## src/rtl/pcs_sync_pkg.sv

```systemverilog
// Shared types and code-group constants for the multi-lane 1000BASE-X PCS receive sync block.
// Used by pcs_sync_lane and pcs_sync_multi.
package pcs_sync_pkg;

    typedef enum logic [1:0] {
        LOSS_OF_SYNC  = 2'd0,
        COMMA_DETECT  = 2'd1,
        ACQUIRE_SYNC  = 2'd2,
        SYNC_ACQUIRED = 2'd3
    } sync_state_e;

    // Level index shared by COMMA_DETECT_n, ACQUIRE_SYNC_n and SYNC_ACQUIRED_n.
    localparam int LVL_W = 8;
    typedef logic [LVL_W-1:0] lvl_t;

    localparam logic [6:0] K28_COMMA_P = 7'b0011111;
    localparam logic [6:0] K28_COMMA_N = 7'b1100000;
    localparam logic [9:0] K28_5_N     = 10'b0011111010;
    localparam logic [9:0] K28_5_P     = 10'b1100000101;

    function automatic logic is_comma(input logic [6:0] abcdeif);
        return (abcdeif == K28_COMMA_P) || (abcdeif == K28_COMMA_N);
    endfunction

endpackage

```

## src/rtl/pcs_sync_lane.sv

```systemverilog
// One lane of the PCS receive sync FSM with good_cgs tracking and registered outputs.
// SYNC_STATS_EN adds a 16-bit saturating loss-of-sync counter; otherwise los_cnt is tied to 0.
module pcs_sync_lane
    import pcs_sync_pkg::*;
#(
    parameter int COMMA_CNT    = 3,
    parameter int BAD_LEVELS   = 3,
    parameter int GOOD_CGS_MAX = 4
) (
    input  logic        clk,
    input  logic        RESET,
    input  logic        cg_en,
    input  logic [9:0]  rx_code_group,
    input  logic        cg_invalid,
    input  logic        stats_clr,
    output logic [9:0]  rx_code_group_out,
    output logic        sync_status,
    output logic        rx_even,
    output logic        sync_next,
    output logic [15:0] los_cnt
);
    localparam int GW = $clog2(GOOD_CGS_MAX + 1);
    localparam lvl_t           CD_LAST   = lvl_t'(COMMA_CNT);
    localparam lvl_t           SA_LAST   = lvl_t'(1 + BAD_LEVELS);
    localparam logic [GW-1:0]  GOOD_LAST = GW'(GOOD_CGS_MAX - 1);

    sync_state_e   state, state_d;
    lvl_t          lvl, lvl_d;
    logic [GW-1:0] good_cgs, good_d;
    logic          even_d, comma, cgbad, los_event;

    always_ff @(posedge clk) begin
        if (RESET) begin
            state             <= LOSS_OF_SYNC;
            lvl               <= '0;
            good_cgs          <= '0;
            rx_even           <= 1'b0;
            sync_status       <= 1'b0;
            rx_code_group_out <= '0;
        end else if (cg_en) begin
            state             <= state_d;
            lvl               <= lvl_d;
            good_cgs          <= good_d;
            rx_even           <= even_d;
            sync_status       <= (state_d == SYNC_ACQUIRED);
            rx_code_group_out <= rx_code_group;
        end
    end

    always_comb begin
        state_d   = state;
        lvl_d     = lvl;
        good_d    = good_cgs;
        los_event = 1'b0;
        comma     = is_comma(rx_code_group[9:3]);
        cgbad     = cg_invalid | (comma & rx_even);
        case (state)
            LOSS_OF_SYNC: begin
                if (comma && !cg_invalid) begin
                    state_d = COMMA_DETECT;
                    lvl_d   = lvl_t'(1);
                end
            end
            COMMA_DETECT: begin
                if (!comma && !cg_invalid) begin
                    if (lvl == CD_LAST) begin
                        state_d = SYNC_ACQUIRED;
                        lvl_d   = lvl_t'(1);
                        good_d  = '0;
                    end else begin
                        state_d = ACQUIRE_SYNC;
                    end
                end else begin
                    state_d = LOSS_OF_SYNC;
                    lvl_d   = '0;
                end
            end
            ACQUIRE_SYNC: begin
                if (cgbad) begin
                    state_d = LOSS_OF_SYNC;
                    lvl_d   = '0;
                end else if (comma) begin
                    state_d = COMMA_DETECT;
                    lvl_d   = lvl + lvl_t'(1);
                end
            end
            SYNC_ACQUIRED: begin
                if (cgbad) begin
                    good_d = '0;
                    if (lvl == SA_LAST) begin
                        state_d   = LOSS_OF_SYNC;
                        lvl_d     = '0;
                        los_event = 1'b1;
                    end else begin
                        lvl_d = lvl + lvl_t'(1);
                    end
                end else if (lvl != lvl_t'(1)) begin
                    // good_cgs never holds GOOD_CGS_MAX: the step back up clears it instead
                    if (good_cgs == GOOD_LAST) begin
                        lvl_d  = lvl - lvl_t'(1);
                        good_d = '0;
                    end else begin
                        good_d = good_cgs + GW'(1);
                    end
                end
            end
            default: begin
                state_d = LOSS_OF_SYNC;
                lvl_d   = '0;
            end
        endcase
        even_d = (state_d == COMMA_DETECT) ? 1'b1 : ~rx_even;
    end

    assign sync_next = cg_en ? (state_d == SYNC_ACQUIRED) : sync_status;

`ifdef SYNC_STATS_EN
    logic [15:0] los_q;

    always_ff @(posedge clk) begin
        if (RESET || stats_clr) begin
            los_q <= '0;
        end else if (cg_en && los_event && (los_q != 16'hFFFF)) begin
            los_q <= los_q + 16'd1;
        end
    end

    assign los_cnt = los_q;
`else
    logic unused_stats;
    assign unused_stats = stats_clr ^ los_event;
    assign los_cnt      = '0;
`endif

endmodule

```

## src/rtl/pcs_sync_multi.sv

```systemverilog
// N-lane 1000BASE-X PCS receive sync: independent per-lane sync FSMs plus a registered all_sync.
// Build with SYNC_STATS_EN to enable per-lane loss-of-sync counters on los_cnt.
module pcs_sync_multi
    import pcs_sync_pkg::*;
#(
    parameter int NUM_LANES    = 4,
    parameter int COMMA_CNT    = 3,
    parameter int BAD_LEVELS   = 3,
    parameter int GOOD_CGS_MAX = 4
) (
    input  logic                    clk,
    input  logic                    RESET,
    input  logic                    cg_en,
    input  logic [10*NUM_LANES-1:0] rx_code_group,
    input  logic [NUM_LANES-1:0]    cg_invalid,
    output logic [10*NUM_LANES-1:0] rx_code_group_out,
    output logic [NUM_LANES-1:0]    sync_status,
    output logic [NUM_LANES-1:0]    rx_even,
    output logic                    all_sync,
    input  logic                    stats_clr,
    output logic [16*NUM_LANES-1:0] los_cnt
);
    logic [NUM_LANES-1:0] sync_next;

    for (genvar i = 0; i < NUM_LANES; i++) begin : g_lane
        pcs_sync_lane #(
            .COMMA_CNT    (COMMA_CNT),
            .BAD_LEVELS   (BAD_LEVELS),
            .GOOD_CGS_MAX (GOOD_CGS_MAX)
        ) u_lane (
            .clk               (clk),
            .RESET             (RESET),
            .cg_en             (cg_en),
            .rx_code_group     (rx_code_group[10*i +: 10]),
            .cg_invalid        (cg_invalid[i]),
            .stats_clr         (stats_clr),
            .rx_code_group_out (rx_code_group_out[10*i +: 10]),
            .sync_status       (sync_status[i]),
            .rx_even           (rx_even[i]),
            .sync_next         (sync_next[i]),
            .los_cnt           (los_cnt[16*i +: 16])
        );
    end

    // Fed from each lane's next sync_status so all_sync lands on the same edge
    always_ff @(posedge clk) begin
        if (RESET) begin
            all_sync <= 1'b0;
        end else begin
            all_sync <= &sync_next;
        end
    end

endmodule
```

## config.mk

```make
export PLATFORM = sky130hd
export DESIGN_NAME = pcs_sync_multi
export DESIGN_NICKNAME = d
export VERILOG_FILES = /design/src/rtl/pcs_sync_pkg.sv /design/src/rtl/pcs_sync_lane.sv /design/src/rtl/pcs_sync_multi.sv
export SDC_FILE = /design/constraint.sdc
export NUM_CORES = 1
export LEC_CHECK = 0
export ABC_AREA = 0
export CAP_MARGIN = 25
export CORE_ASPECT_RATIO = 0.75
export CORE_UTILIZATION = 53
export DETAILED_ROUTE_END_ITERATION = 8
export PLACE_DENSITY = 0.83
export SKIP_LAST_GASP = 1
export SYNTH_ARGS = -nofsm -noshare
export SYNTH_HDL_FRONTEND = slang
export SYNTH_SLANG_ARGS = --single-unit
```

## constraint.sdc

```tcl
create_clock -name clk -period 4.9 [get_ports clk]
set_clock_uncertainty 0.05 [all_clocks]
set_input_delay 1.225 -clock clk [delete_from_list [all_inputs] [get_ports clk]]
set_output_delay 1.225 -clock clk [all_outputs]
set_load 0.005 [all_outputs]
```

==> impl_summary.txt <==
----------------------------------------------------
[Critical path]
  Highest cell delay on the worst timing path ... 530 ps
  Path type of the worst setup path ... primary input to flop
  WP data arrival ... 3970 ps
  CP Depth ... 8
  Crit path capture type ... flop
  Setup slack of the most critical reg-to-reg path ... 2030 ps
  List of cells traversed by the critical path ... clkdlybuf4s50_1, nand4_1, nor4b_2, o21a_2, or3_1, o21a_1, o221ai_2, a32o_1
  Worst Path Buf+Inv ... 1
  Critical path startpoint category ... primary input
  Highest net fanout along the worst path ... 10
  Critical path required time ... approximately 5100 ps
  Beginning of the worst register-to-register path ... g_lane[3].u_lane.state[0]
  Gate family responsible for the most delay along the worst path ... compound AO/OA/AOI/OAI gates
  Destination of the critical timing path ... g_lane[1].u_lane.lvl[5]
  Reg2reg end ... g_lane[3].u_lane.lvl[4]
  Critical path origin ... rx_code_group[16]
  Logic depth of the worst register-to-register path ... 5
  Cell with the largest stage delay on the worst path ... nor4b_2

[Global route]
  Global-route wire length before repair ... 28.7 mm
  Pin count of the biggest net entering global routing ... 50
  Remaining Overflow, GRT ... 0
  Vias in the first global route ... 5848
  Overall global routing resource usage ... 25.3%
  Initial antenna violation count ... 0

[Yosys]
  Cell type with the highest aggregate area in the netlist ... dfxtp_1
  Flip-flop and latch count after synthesis ... 101
  Yosys top cell area share ... 28.0%
  Sequential share of the synthesized area ... 28.0%
  Number of synthesized flops with an enable pin ... 0
  Cells after synthesis ... 910
  Commonest register cell after synthesis ... dfxtp_1
  Async S/R FF share, synth ... 0%
  Syn Std Cell Area ... 7220 sq um
  Most frequent cell after synthesis ... nor2_1
  Mapped Avg Cell Area ... 7.93 sq um
  Unique masters post-synth ... 85
  Number of synthesis warnings ... 0
  Ranking of synthesized cells by instance count ... nor2_1, dfxtp_1, buf_4, mux2i_1, nand2_1
  Leading post-synthesis cells by cell area ... dfxtp_1, buf_4, mux2i_1

[Die]
  Die ar. ... 14100 sq um
  DIE HEIGHT ... 103 um
  Core Box Area ... 13200 sq um
  Number of primary I/O pins ... 161
  Starting utilization of the core area ... 54.9%
  Die boundary width ... 137 um
  Site row count ... 36

[Clock network]
  Clock Sinks ... 101
  CTS root buf ... clkbuf_16
  TritonCTS clock tree ... built
  Postcts setup bufs ... 0
  # H-tree levels ... 3
  Clock Latency Late Sink ... 370 ps
  Num CTS Buffers ... 9
  CTS max path bufs ... 2
  Count of hold buffers inserted by post-cts repair ... 0
  CTS clk-pin slew, worst paths ... 70 ps
  Post-CTS sizing ... 0

[Final layout]
  Fraction of the core area covered by cells at the end of the flow ... about 60%
  Final nets ... 1015
  Proportion of layout cells with a drive suffix above 1 ... 5.66%
  Signed area change from the synthesized netlist to the final layout ... 12.7%
  Fillers ... between 1000 and 1500
  Antenna diode instance count ... 0

[STA]
  Highest Clock Rate ... 266 MHz
  Crit share post-route ... 76.8%
  Minimum clock period ... 3760 ps
  Worst-case headroom to the max-slew limit ... 31.5%
  Setup repair after global routing missed its margin ... false
  Measured slew at the worst slew-check pin ... approximately 1000 ps
  Setup-violating endpoint count in the final report ... 0
  Max Slew Vio Count ... 0
  Number of endpoints with negative hold slack in the final report ... 0
  Setup Total Neg Slack ... 0 ps

[Hold path]
  Worst Hold Launch ... g_lane[1].u_lane.good_cgs[2]
  Kind of path behind the tightest hold check ... flop to flop

[Drt]
  Drt via density ... 5.98
  Post-DR wirelength/cell ... 15.3 um
  Remaining antenna violation count ... 0
  Post-Route WL ... 17.2 mm
  Detailed Route Iter0 Violations ... 857
  DR DRC count ... 0
  Number of vias after detailed routing ... 6722
  Total iterations of the first detailed-routing run ... 5

[Pwr]
  Max VDD drop ... 0.000169 V
  Static leakage power ... 3.13 nW
  Power per cell area ... 240 nW/um^2

[Job]
  Number of violations of the max-capacitance limit ... 0

[Place]
  DPL Wire Length ... 12.0 mm
  Number of buffer cells added on primary ports ... 95
  Routability Congestion ... roughly 0.91

[Run status]
  Result of the run ... complete, no violations

----------------------------------------------------
sequential cells by signal, indices dropped and copies added (netlist names):
register / flops
g_lane.u_lane.state: 8
g_lane.u_lane.good_cgs: 12
g_lane.u_lane.rx_even: 4
g_lane.u_lane.sync_status: 4
g_lane.u_lane.rx_code_group_out: 40
g_lane.u_lane.lvl: 32
all_sync: 1
per-layer routing:
layer  GRT usage [%]  part of all wire [%]
met1            34.4                    46
met2            39.9                    45
met3            5.90                   7.8
met4            7.09                   1.3
met5               0                     0
how the worst min path moves through the flow:
stage          slack [ps]  depth (start not counted)                      endpoint
3_3_place_gp          400                          1  g_lane[1].u_lane.good_cgs[2]
2_1_floorplan         390                          1  g_lane[0].u_lane.good_cgs[2]
5_1_grt               440                          1  g_lane[3].u_lane.good_cgs[2]
3_5_place_dp          410                          1  g_lane[1].u_lane.good_cgs[2]
4_1_cts               420                          1  g_lane[1].u_lane.good_cgs[2]
6_report              420                          1  g_lane[1].u_lane.good_cgs[2]
final cells by class:
class	instances	area [sq um]	share of cell area, %
Clock inverter	7	71.3	0.877
Multi-Input combinational cell	712	4520	55.6
Tap cell	171	214	2.63
Sequential cell	101	2020	24.9
Inverter	25	93.8	1.15
Timing Repair Buffer	100	981	12.1
Clock buffer	9	225	2.77
kinds of logic after synthesis:
logic type,share of synthesized area (%)
AOI/OAI and AO/OA,22.5
other,0.0520
muxes,7.11
adders and majority gates,3.12
xor gates and xnor gates,1.70
DFF,28.0
and+or+nand+nor,24.9
buffers and inverters,12.6
through the flow:
stage	cells	hold WS, ps	setup slack (ps)	area, sq um	total power [mW]
after floorplan	973	393	1810	7450	1.14
after global placement	1109	403	836	7840	1.22
after detailed placement	1109	410	788	7840	1.23
after CTS	1125	420	1150	8130	1.96
after global routing	1125	444	876	8130	2.04
final	1125	418	1140	8130	1.95
cells in the final DEF (no fill, tap or decap), types with 5 or more instances in the layout:
master,count
o21a_1,9
nor2b_1,17
nor3_1,35
o21ai_0,30
a211oi_1,13
o31ai_1,6
dfxtp_1,101
clkbuf_16,9
nand2_1,48
o211ai_1,9
xnor2_1,13
a22oi_1,6
conb_1,64
and3_1,20
nor4_1,12
nand4_1,6
nor3b_1,7
nor2_1,107
mux2i_1,49
ha_1,18
buf_4,6
nand2b_1,7
o32ai_1,5
a221oi_1,6
a21oi_1,47
or3_1,9
nand3_1,38
inv_1,25
o22ai_1,9
clkdlybuf4s50_1,93
a31oi_1,14
worst register-to-register path, stage by stage (launching register included):
cell and delay (ps):
dfxtp_1 1010, inv_1 440, a2bb2oi_1 240, o211ai_1 320, or4_1 580, a31oi_1 160
report_power, final:
part	internal, mW	leakage, nW	switching, mW
registers	0.851	0.825	0.0407
clock network	0.364	0.148	0.373
logic	0.154	2.15	0.169
(Power assumes the default switching activity.)
